**src/rtl/gio_pkg.sv**
```systemverilog
// gio_pkg: shared constants for the gio_bank GPIO window.
//   Offsets within the 32-address window, window width and channel limits.
package gio_pkg;

  localparam int unsigned GIO_WIN_W  = 5;  // address bits decoded inside the window
  localparam int unsigned GIO_MAX_CH = 8;  // max output/input ports per instance
  localparam int unsigned GIO_BYTE_W = 8;  // port data width

  localparam logic [4:0] GIO_OFF_MASK  = 5'h10;
  localparam logic [4:0] GIO_OFF_FLAGS = 5'h11;
  localparam logic [4:0] GIO_OFF_RDBK  = 5'h08;

endpackage

```
**src/rtl/gio_sync_edge.sv**
```systemverilog
// gio_sync_edge: one 8-bit GPIO input channel.
//   Two-flop synchroniser, previous-value register and gated change strobe.
// Ports:
//   clk   in   system clock
//   rst   in   synchronous active-high reset
//   arm   in   change detection enable
//   din   in   asynchronous input byte
//   sync  out  synchronised input byte
//   chg   out  high while the synchronised value differs from last cycle (when armed)
module gio_sync_edge
  import gio_pkg::*;
(
  input  logic                  clk,
  input  logic                  rst,
  input  logic                  arm,
  input  logic [GIO_BYTE_W-1:0] din,
  output logic [GIO_BYTE_W-1:0] sync,
  output logic                  chg
);

  logic [GIO_BYTE_W-1:0] meta_q, sync_q, prev_q;

  always_ff @(posedge clk) begin
    if (rst) begin
      meta_q <= '0;
      sync_q <= '0;
      prev_q <= '0;
    end else begin
      meta_q <= din;
      sync_q <= meta_q;
      // prev follows sync even while disarmed so arming never sees a stale difference
      prev_q <= sync_q;
    end
  end

  assign sync = sync_q;
  assign chg  = arm & (|(sync_q ^ prev_q));

endmodule

```
**src/rtl/gio_bank.sv**
```systemverilog
// gio_bank: PicoBlaze port-bus GPIO bank in an aligned 32-address window.
//   N_OUT output registers, N_IN synchronised inputs with sticky change flags,
//   a mask register and a registered level interrupt.
// Optional build macro: GIO_READBACK_EN -- reads at offset 0x08+k return output reg k.
// Ports:
//   clk        in   system clock
//   rst        in   synchronous active-high reset
//   address    in   port address from core
//   value_in   in   write data from core
//   wen        in   write strobe
//   ren        in   read strobe
//   port_in    in   GPIO inputs, port k at [8k+7:8k]
//   port_out   out  output registers, port k at [8k+7:8k]
//   value_out  out  registered read data
//   interrupt  out  registered |(flags & mask)
module gio_bank
  import gio_pkg::*;
#(
  parameter logic [7:0]  BASE_ADDR = 8'h00,
  parameter int unsigned N_OUT     = 1,
  parameter int unsigned N_IN      = 1,
  parameter logic [7:0]  OUT_RST   = 8'h00
) (
  input  logic                 clk,
  input  logic                 rst,
  input  logic [7:0]           address,
  input  logic [7:0]           value_in,
  input  logic                 wen,
  input  logic                 ren,
  input  logic [8*N_IN-1:0]    port_in,
  output logic [8*N_OUT-1:0]   port_out,
  output logic [7:0]           value_out,
  output logic                 interrupt
);

  logic                 hit, wr, arm;
  logic [GIO_WIN_W-1:0] off;

  logic [7:0]      out_q [N_OUT];
  logic [7:0]      out_d [N_OUT];
  logic [7:0]      sync  [N_IN];
  logic [N_IN-1:0] chg, clr;
  logic [N_IN-1:0] mask_q, mask_d;
  logic [N_IN-1:0] flags_q, flags_d;
  logic [7:0]      rdata, value_out_q, value_out_d;
  logic            irq_q;
  logic [1:0]      cnt_q;

  assign hit = (address[7:5] == BASE_ADDR[7:5]);
  assign off = address[GIO_WIN_W-1:0];
  assign wr  = wen & hit;
  assign arm = (cnt_q == 2'd3);

  for (genvar k = 0; k < N_IN; k++) begin : g_in
    gio_sync_edge u_sync (
      .clk  (clk),
      .rst  (rst),
      .arm  (arm),
      .din  (port_in[8*k +: 8]),
      .sync (sync[k]),
      .chg  (chg[k])
    );
  end

  for (genvar k = 0; k < N_OUT; k++) begin : g_out
    assign port_out[8*k +: 8] = out_q[k];
  end

  // Write side
  always_comb begin
    out_d  = out_q;
    mask_d = mask_q;
    clr    = '0;
    for (int k = 0; k < N_OUT; k++) begin
      if (wr && off == k[4:0]) out_d[k] = value_in;
    end
    if (wr && off == GIO_OFF_MASK)  mask_d = value_in[N_IN-1:0];
    if (wr && off == GIO_OFF_FLAGS) clr    = value_in[N_IN-1:0];
    // set is OR-ed after the clear so a same-cycle change wins
    flags_d = (flags_q & ~clr) | chg;
  end

  // Read side
  always_comb begin
    rdata = '0;
    if (off == GIO_OFF_MASK) begin
      rdata[N_IN-1:0] = mask_q;
    end else if (off == GIO_OFF_FLAGS) begin
      rdata[N_IN-1:0] = flags_q;
    end
    for (int k = 0; k < N_IN; k++) begin
      if (off == k[4:0]) rdata = sync[k];
    end
`ifdef GIO_READBACK_EN
    for (int k = 0; k < N_OUT; k++) begin
      if (off == GIO_OFF_RDBK + k[4:0]) rdata = out_q[k];
    end
`endif
    value_out_d = value_out_q;
    if (ren) value_out_d = hit ? rdata : 8'h00;
  end

  always_ff @(posedge clk) begin
    if (rst) begin
      for (int k = 0; k < N_OUT; k++) out_q[k] <= OUT_RST;
      mask_q      <= '0;
      flags_q     <= '0;
      value_out_q <= '0;
      irq_q       <= 1'b0;
      cnt_q       <= '0;
    end else begin
      out_q       <= out_d;
      mask_q      <= mask_d;
      flags_q     <= flags_d;
      value_out_q <= value_out_d;
      irq_q       <= |(flags_q & mask_q);
      if (!arm) cnt_q <= cnt_q + 2'd1;
    end
  end

  assign value_out = value_out_q;
  assign interrupt = irq_q;

endmodule

```
**config.mk**
```make
export PLATFORM = sky130hd
export DESIGN_NAME = gio_bank
export DESIGN_NICKNAME = d
export VERILOG_FILES = /design/src/rtl/gio_pkg.sv /design/src/rtl/gio_sync_edge.sv /design/src/rtl/gio_bank.sv
export SDC_FILE = /design/constraint.sdc
export NUM_CORES = 1
export LEC_CHECK = 0
export BUFFER_PORTS_ARGS = -buffer_cell sky130_fd_sc_hd__buf_2
export CAP_MARGIN = 20
export CORE_ASPECT_RATIO = 1.75
export CORE_MARGIN = 2
export CORE_UTILIZATION = 49
export CTS_CLUSTER_SIZE = 16
export DETAILED_ROUTE_END_ITERATION = 7
export GPL_TIMING_DRIVEN = 0
export HOLD_SLACK_MARGIN = 0.03
export PLACE_DENSITY_LB_ADDON = 0.15
export REMOVE_ABC_BUFFERS = 1
export SLEW_MARGIN = 0
export SYNTH_ARGS = -nofsm -noshare
export SYNTH_HDL_FRONTEND = slang
export SYNTH_SLANG_ARGS = --single-unit
```
**constraint.sdc**
```tcl
create_clock -name clk -period 1.4 [get_ports clk]
set_input_delay 0.14 -clock clk [delete_from_list [all_inputs] [get_ports clk]]
set_output_delay 0.14 -clock clk [all_outputs]
set_load 0.02 [all_outputs]
```
# == Word-level counts from Yosys, hierarchy flattened ==
# Cells that the tools add are included.
# word_totals
elab_cells,31
out_inout_bits,17
in_bits,28
register_bits,45
# classes
mux,5
eq_ne,3
n_addsub,1
bitwise_logic,7
reduce_logical,6
# op_table
op,count
two-way mux 8 bit,2
"equality test 5 bit, second input constant",2
OR reduction 8 bit,1
bitwise XOR 8 bit,1
zero test 5 bit,1
AND 1 bit,4
logical AND 1 bit,3
zero test 3 bit,1
two-way mux 1 bit,3
"adder 2 x 1 -> 2 bit, second input constant",1
"equality test 2 bit, second input constant",1
NOT 1 bit,1
bitwise OR 1 bit,1

# == Logic depth before layout (Yosys ltp) ==
# Gate-level depths: netlist (run 1).
# logic_depth
depth_word,7
ltp_mapped,4

# == Hierarchy ==
# Synthesis (run 1) repeated with hierarchy kept, for this count alone.
# unflattened
cells_unflattened,159
hier_area_um2,1675.4
# modules_own_cells
module,seq_area_each_um2,cells_per_inst,n_inst,area_per_inst_um2
gio_bank,420.4,98,1,942.2
gio_sync_edge,480.5,61,1,733.2

# == Worst setup path after synthesis (run 1) ==
# OpenSTA, ideal clock, no wires.
# synth_timing
path_type,input to register
from,in address[6]
to,reg out_q (netlist bit port_out[0])
cell_stages,4
setup_ns,0.128
setup_slack_ns,0.179
arrival_time_ns,1.094
t_required_ns,1.272
path_cell_list,nor4_4 > nand4_2 > mux2i_1 > nor2_1
# synth_via
elab_chain_len,3
# synth_lines
item,line_no,rtl
from (decl),gio_bank.sv:26,"input logic [7:0] address,"
zero test 3 bit,gio_bank.sv:49,assign hit = (address[7:5] == BASE_ADDR[7:5]);
AND 1 bit,gio_bank.sv:51,assign wr = wen & hit;
logical AND 1 bit,gio_bank.sv:75,if (wr && off == k[4:0]) out_d[k] = value_in;
to (signal assigned),gio_bank.sv:112,out_q <= out_d;
to (decl),gio_bank.sv:39,logic [7:0] out_q [N_OUT];
# No other way between the ends.
# A chain may end at the register's enable or synchronous reset.

# == Worst setup path after layout (run 1) ==
# layout_timing
from,in address[6]
to,reg out_q (netlist bit port_out[1])
# Same word-level chain as after synthesis.

==> metrics.txt, run 1 <==
Setup Skew 0.007022 ns; starting density of the core 0.5169; GR Util All Layers 0.1591; Fill cells 254; drt first-iter violations 6; vias in the first global route 1028; synthesized area per cell 11.42 sq um; WP data arrival 1.37 ns; PortBufs 44; top post-synthesis cells by area dfxtp_1 59%, nor2b_1 9.8%, mux2i_1 6.5%, a22o_1 4.6%, xnor2_1 4.6%; Final Util 0.6492; Seq cells post-synth 45; compound-gate portion of the synthesized area 0.05887; status completed; Synth cell types 22; Worst Setup End Kind flop; Worst Setup Start Kind input port; area grow syn2layout 25.59%; Gates resized, CTS repair 0; fmax 0.8198 GHz; pwr dens 1361 mW/mm^2; final setup TNS 0 ns; Overflow after GRT 0; Clock transition at path regs 0.07 ns; placed cell area 0.001788 sq mm; final wirelength 2.383 mm; layout net count 210; largest net degree at the start of global routing 41; DPL Wire Length 1.735 mm; CTS max path bufs 2; largest family of logic cells by synthesized area simple AND/OR/NAND/NOR gates; Final min period 1.220 ns; MaxCap Viol Count 0; hold buffers post-CTS 0; Synth Instances 134; crit-path max FO 8; final setup fails 0; Synth Area in Adders 0.008177; mux cell area share after synthesis 0.07277; routability congestion estimate 0.7137; Setup crit start address[6]; row count 26; core area 0.002960 sq mm; initial antenna violation count 0; antenna fix cells 0; Critical Path RT 1.55 ns; reg2reg start g_in[0].u_sync.sync[5]; post-CTS setup buffer count 0; die span in y 77.93 um; DR DRC count 0; # IOs 45; Die X 46.25 um; Hold Startpoint port_in[2]; Final period util 0.8713; RSZ-0062 raised after global routing no; VDD IR max 0.001138 V; share of cells above drive strength 1 0.3132; number of vias per cell 4.732; global-route wire length before repair 4.153 mm; mapped cell area 0.001530 sq mm; post-synthesis xor/xnor area fraction 0.05151; total number of vias 1060; final hold violation count 0; clock latency on the worst-skew pair 0.29 ns; count of pins over their slew limit 0; wire per inst 10.64 um; sequential element share of the synthesized area 0.5887; worst setup path category in -> reg; synth warn 0; CTS buffer count 5; Synth area leader dfxtp_1; H-tree levels 2; Pwr Total 2.616 mW; DRT Pass-1 Iters 3; leakage power 0.8985 nW; Sink Count 45; Least-Margin Pin Slew 0.6947 ns; antenna-violating nets left 0; CTS tree yes; Slew HR 0.5369; Hold Crit Class in -> reg; Total Die Area 0.003604 sq mm; final instance area 0.001922 sq mm; Synth top area share 0.5887; CTS root buf clkbuf_8; Synth Area in Simple Gates 0.2101
logic make-up (layout without fill, tap and decap cells):
logic type,count (synthesis),after routing
muxes,11,11
adders and majority gates,1,1
DFF,45,45
and+or+nand+nor,52,52
AOI/OAI and AO/OA,12,12
buffers and inverters,4,52
xor gates and xnor gates,9,9
cell usage in the layout, fill, tap and decap left out:
cell        n
ha_1        1
a22o_1      8
nor2_1     15
dfxtp_1    45
clkbuf_8    5
nand3_2     1
xnor2_1     8
mux2i_1    10
a21oi_1     2
mux2_2      1
nand4_1     3
nand3_1     1
nor3b_4     1
o21ai_0     2
nand2b_1    1
and2_1      1
nand2_1     2
bufinv_16   2
nand4_2     1
nor4_4      1
xor2_1      1
clkinv_2    1
nand4b_1    1
nor2b_1    24
buf_2      44
cell usage after synthesis:
cell / n
nand4b_1: 1
nand2_1: 2
o21ai_0: 2
nand2b_1: 1
nand4_1: 3
mux2i_1: 10
xnor2_1: 8
dfxtp_1: 45
nor2_1: 15
nand4_2: 1
ha_1: 1
clkbuf_1: 4
nor3b_4: 1
nor4_4: 1
nand3_2: 1
xor2_1: 1
mux2_2: 1
a22o_1: 8
and2_1: 1
a21oi_1: 2
nor2b_1: 24
nand3_1: 1
where the power goes:
group	leakage, nW	internal [mW]	total, mW	switching (mW)
Clock	0.0681	0.708	1.12	0.409
Sequential	0.367	1.32	1.35	0.0218
Combinational	0.463	0.0807	0.154	0.0729
flip-flops by register name, summed over array words and instances (netlist names):
name                count
interrupt               1
value_out               8
g_in.u_sync.meta_q      8
cnt_q                   2
g_in.u_sync.prev_q      8
g_in.u_sync.sync        8
port_out                8
mask_q                  1
flags_q                 1
worst max-delay path, stage by stage:
cell	delay (ns)
buf_2	0.11
nor4_4	0.39
nand4_2	0.40
mux2i_1	0.26
nor2_1	0.06
routing by layer:
metal / wire [um] / up-vias / share of wire / GRT usage
met4: 63 / 0 / 0.026 / 0.08571
li1: - / 542 / - / -
met2: 1230 / 35 / 0.52 / 0.2653
met3: 137 / 7 / 0.057 / 0.06279
met1: 952 / 476 / 0.40 / 0.1583
met5: 0 / - / 0 / 0
metrics by stage:
step | hold WS, ns | std cells | setup WS, ns
after global routing | 0.05189 | 224 | 0.05939
after detailed placement | 0.3516 | 216 | -0.1540
after floorplan | 0.2091 | 130 | 0.1908
final | 0.05734 | 224 | 0.1802
after CTS | 0.04567 | 224 | 0.1692
after global placement | 0.3489 | 216 | -0.07260
cell type report:
class,instances,area [sq um],share of cell area
Clock buffer,5,68.82,0.03581
Clock inverter,3,65.06,0.03385
Multi-Input combinational cell,85,614.3,0.3197
Sequential cell,45,900.9,0.4688
Tap cell,42,52.55,0.02734
Timing Repair Buffer,44,220.2,0.1146
worst paths after layout:
path / endpoint / depth (start not counted) / slack (ns)
hold reg to reg: g_in[0].u_sync.sync[1] / 1 / 0.44
setup reg to reg: flags_q / 4 / 0.30
setup / recovery: port_out[1] / 5 / 0.18
hold / removal: g_in[0].u_sync.meta_q[2] / 2 / 0.06
(Power assumes the default switching activity.)
==> run 2: changes to the inputs <==
--- a/config.mk
+++ b/config.mk
@@ -5,7 +5,7 @@
 export SDC_FILE = /design/constraint.sdc
 export NUM_CORES = 1
 export LEC_CHECK = 0
-export BUFFER_PORTS_ARGS = -buffer_cell sky130_fd_sc_hd__buf_2
+export BUFFER_PORTS_ARGS = -buffer_cell sky130_fd_sc_hd__clkbuf_2
 export CAP_MARGIN = 20
 export CORE_ASPECT_RATIO = 1.75
 export CORE_MARGIN = 2
==> run 2 against run 1 <==
Net effect: cell count is the same; via count grew 1.0%; clock power shrank 33%; critical path type unchanged; sequential power is essentially flat; first-iteration DRC count shrank 17%; critical path depth is the same; setup slack gained 0.025 ns; register-to-register slack lost 0.02 ns; highest routed layer unchanged; clock-buffer cell count is the same; clock skew shrank 0.0053 ns; cell area shrank 2.5%; power shrank 14%.
==> metrics.txt, run 2 (same netlist as run 1, synthesis figures left out) <==
fmax 0.8367 GHz (+2.1%); Hold Crit Endpoint g_in[0].u_sync.meta_q[6]; die span in y 77.93 um (unchanged); core area 0.002960 sq mm (unchanged); Final min period 1.195 ns (-0.02463 ns); H-tree levels 2 (unchanged); area grow syn2layout 22.49%; status completed; Hold Crit Class in -> reg; count of pins over their slew limit 0 (unchanged); # IOs 45 (unchanged); row count 26 (unchanged); sw frac 0.2248 (+0.03211); cell total after placement 216 (unchanged); reg2reg start g_in[0].u_sync.sync[5]; Gates resized, CTS repair 0 (unchanged); CTS max path bufs 2 (unchanged); GR Util All Layers 0.1570 (-0.002171); MaxCap Viol Count 0 (unchanged); Worst Setup Start Kind input port; hold buffers post-CTS 0 (unchanged); global-route wire length before repair 4.153 mm (unchanged); final hold violation count 0 (unchanged); Overflow after GRT 0 (unchanged); Sink Count 45 (unchanged); crit-path max FO 8 (unchanged); WP data arrival 1.35 ns (-0.02 ns); Clock transition at path regs 0.08 ns (about the same); Critical Path RT 1.55 ns (about the same); Die X 46.25 um (unchanged); WHS 0.05359 ns (-0.003754 ns); drt first-iter violations 5 (-1); final setup fails 0 (unchanged); Final Non-Filler Cells 224 (unchanged); post-CTS setup buffer count 0 (unchanged); FF+latch area 900.9 sq um (unchanged); starting density of the core 0.5169 (unchanged); DRT Pass-1 Iters 2 (-1); layout net count 210 (unchanged); Worst Setup End Kind flop; antenna-violating nets left 0 (unchanged); sequential group share of total power 0.597 (+0.083); Internal 1.748 mW (-17%); VDD IR max 0.001041 V (-8.6%); DPL Wire Length 1.762 mm (+1.5%); Hold Startpoint port_in[6]; Least-Margin Pin Slew 0.7730 ns (+0.07834 ns); Multi-input gate area 614.3 sq um (unchanged); Final period util 0.8537 (-0.01759); RSZ-0062 raised after global routing no; number of vias per cell 4.781 (+1.0%); logic gate share of total power 0.068 (+0.009); total number of vias 1071 (+1.0%); CTS buffer count 5 (unchanged); pwr dens 1203 mW/mm^2 (-12%); Setup Skew 0.001690 ns (-0.005332 ns); Fill cells 260 (+2.4%); initial antenna violation count 0 (unchanged); reg2reg setup slack 0.28 ns (-0.02 ns); DR DRC count 0 (unchanged); routability congestion estimate 0.7146 (+0.13%); Slew HR 0.4846 (-0.05223); P_sw 506.7 uW (+0.52%); clock latency on the worst-skew pair 0.29 ns (about the same); final wirelength 2.385 mm (about the same); worst setup path category in -> reg; leakage power 0.8641 nW (-3.8%); hold-critical path depth 2 (unchanged); CTS root buf clkbuf_8; commonest non-fill, non-tap cell in the layout dfxtp_1; CTS tree yes; wire per inst 10.65 um (about the same); Total Die Area 0.003604 sq mm (unchanged); most frequent cells in the layout 45 x dfxtp_1, 44 x clkbuf_2, 24 x nor2b_1, 15 x nor2_1, 10 x mux2i_1; R2R Path End flags_q; antenna fix cells 0 (unchanged); vias in the first global route 1051 (+2.2%); R2R cell count 4 (unchanged); Clock Power Share 0.335 (-0.092); largest net degree at the start of global routing 41 (unchanged); share of cells above drive strength 1 0.3132 (unchanged); PortBufs 44 (unchanged)
==> run 2: changes by cell type in the layout (fill, tap and decap cells not counted) <==
cell	before	now
clkinv_2	1	2
clkinvlp_4	0	1
buf_2	44	0
clkbuf_2	0	44
bufinv_16	2	0
==> run 2: per-layer routing <==
metal | up-vias | part of all wire | global-route usage
met4 | 0 | 0.034 | 0.1029
met5 | - | 0 | 0
met2 | 35 | 0.53 | 0.2653
met1 | 485 | 0.38 | 0.1541
li1 | 542 | - | -
met3 | 9 | 0.056 | 0.04419
==> run 2: worst max path at each step <==
stage	slack (ns)	endpoint	startpoint
after floorplan	0.19	port_out[0]	address[6]
final	0.20	port_out[0]	address[6]
after global routing	0.06	port_out[3]	address[6]
after CTS	0.17	port_out[0]	address[6]
after global placement	-0.06	port_out[0]	address[6]
after detailed placement	-0.15	port_out[0]	address[6]
==> run 2: critical path, cell delays in order <==
cell and delay [ns]:
clkbuf_2 0.10, nor4_4 0.39, nand4_2 0.40, mux2i_1 0.27, nor2_1 0.05
==> run 2: power groups by stage <==
| stage | logic [mW] | clock network (mW) | registers [mW] |
|---|---|---|---|
| after floorplan | 0.0824 | 0 | 1.37 |
| after global placement | 0.147 | 0 | 1.37 |
| after detailed placement | 0.156 | 0 | 1.38 |
| after CTS | 0.157 | 0.789 | 1.35 |
| after global routing | 0.174 | 0.844 | 1.35 |
| final | 0.154 | 0.755 | 1.35 |
==> run 2: final cells by class <==
cell class | instances | share of cell area
clock inverter | 3 | 0.009346
tap | 42 | 0.02804
clock buffer | 5 | 0.03672
timing repair buffer | 44 | 0.1175
sequential | 45 | 0.4806
multi-input combinational | 85 | 0.3278
==> run 2: through the flow <==
step / cell area (sq um) / util / total power, mW / TNS, ns / worst slack [ns]
after global placement: 1788 / 0.6040 / 1.521 / -0.5008 / -0.06413
after global routing: 1874 / 0.6331 / 2.371 / 0 / 0.05777
final: 1874 / 0.6331 / 2.254 / 0 / 0.2048
after CTS: 1874 / 0.6331 / 2.293 / 0 / 0.1688
after detailed placement: 1788 / 0.6040 / 1.532 / -1.315 / -0.1461
after floorplan: 1515 / - / 1.453 / 0 / 0.1908
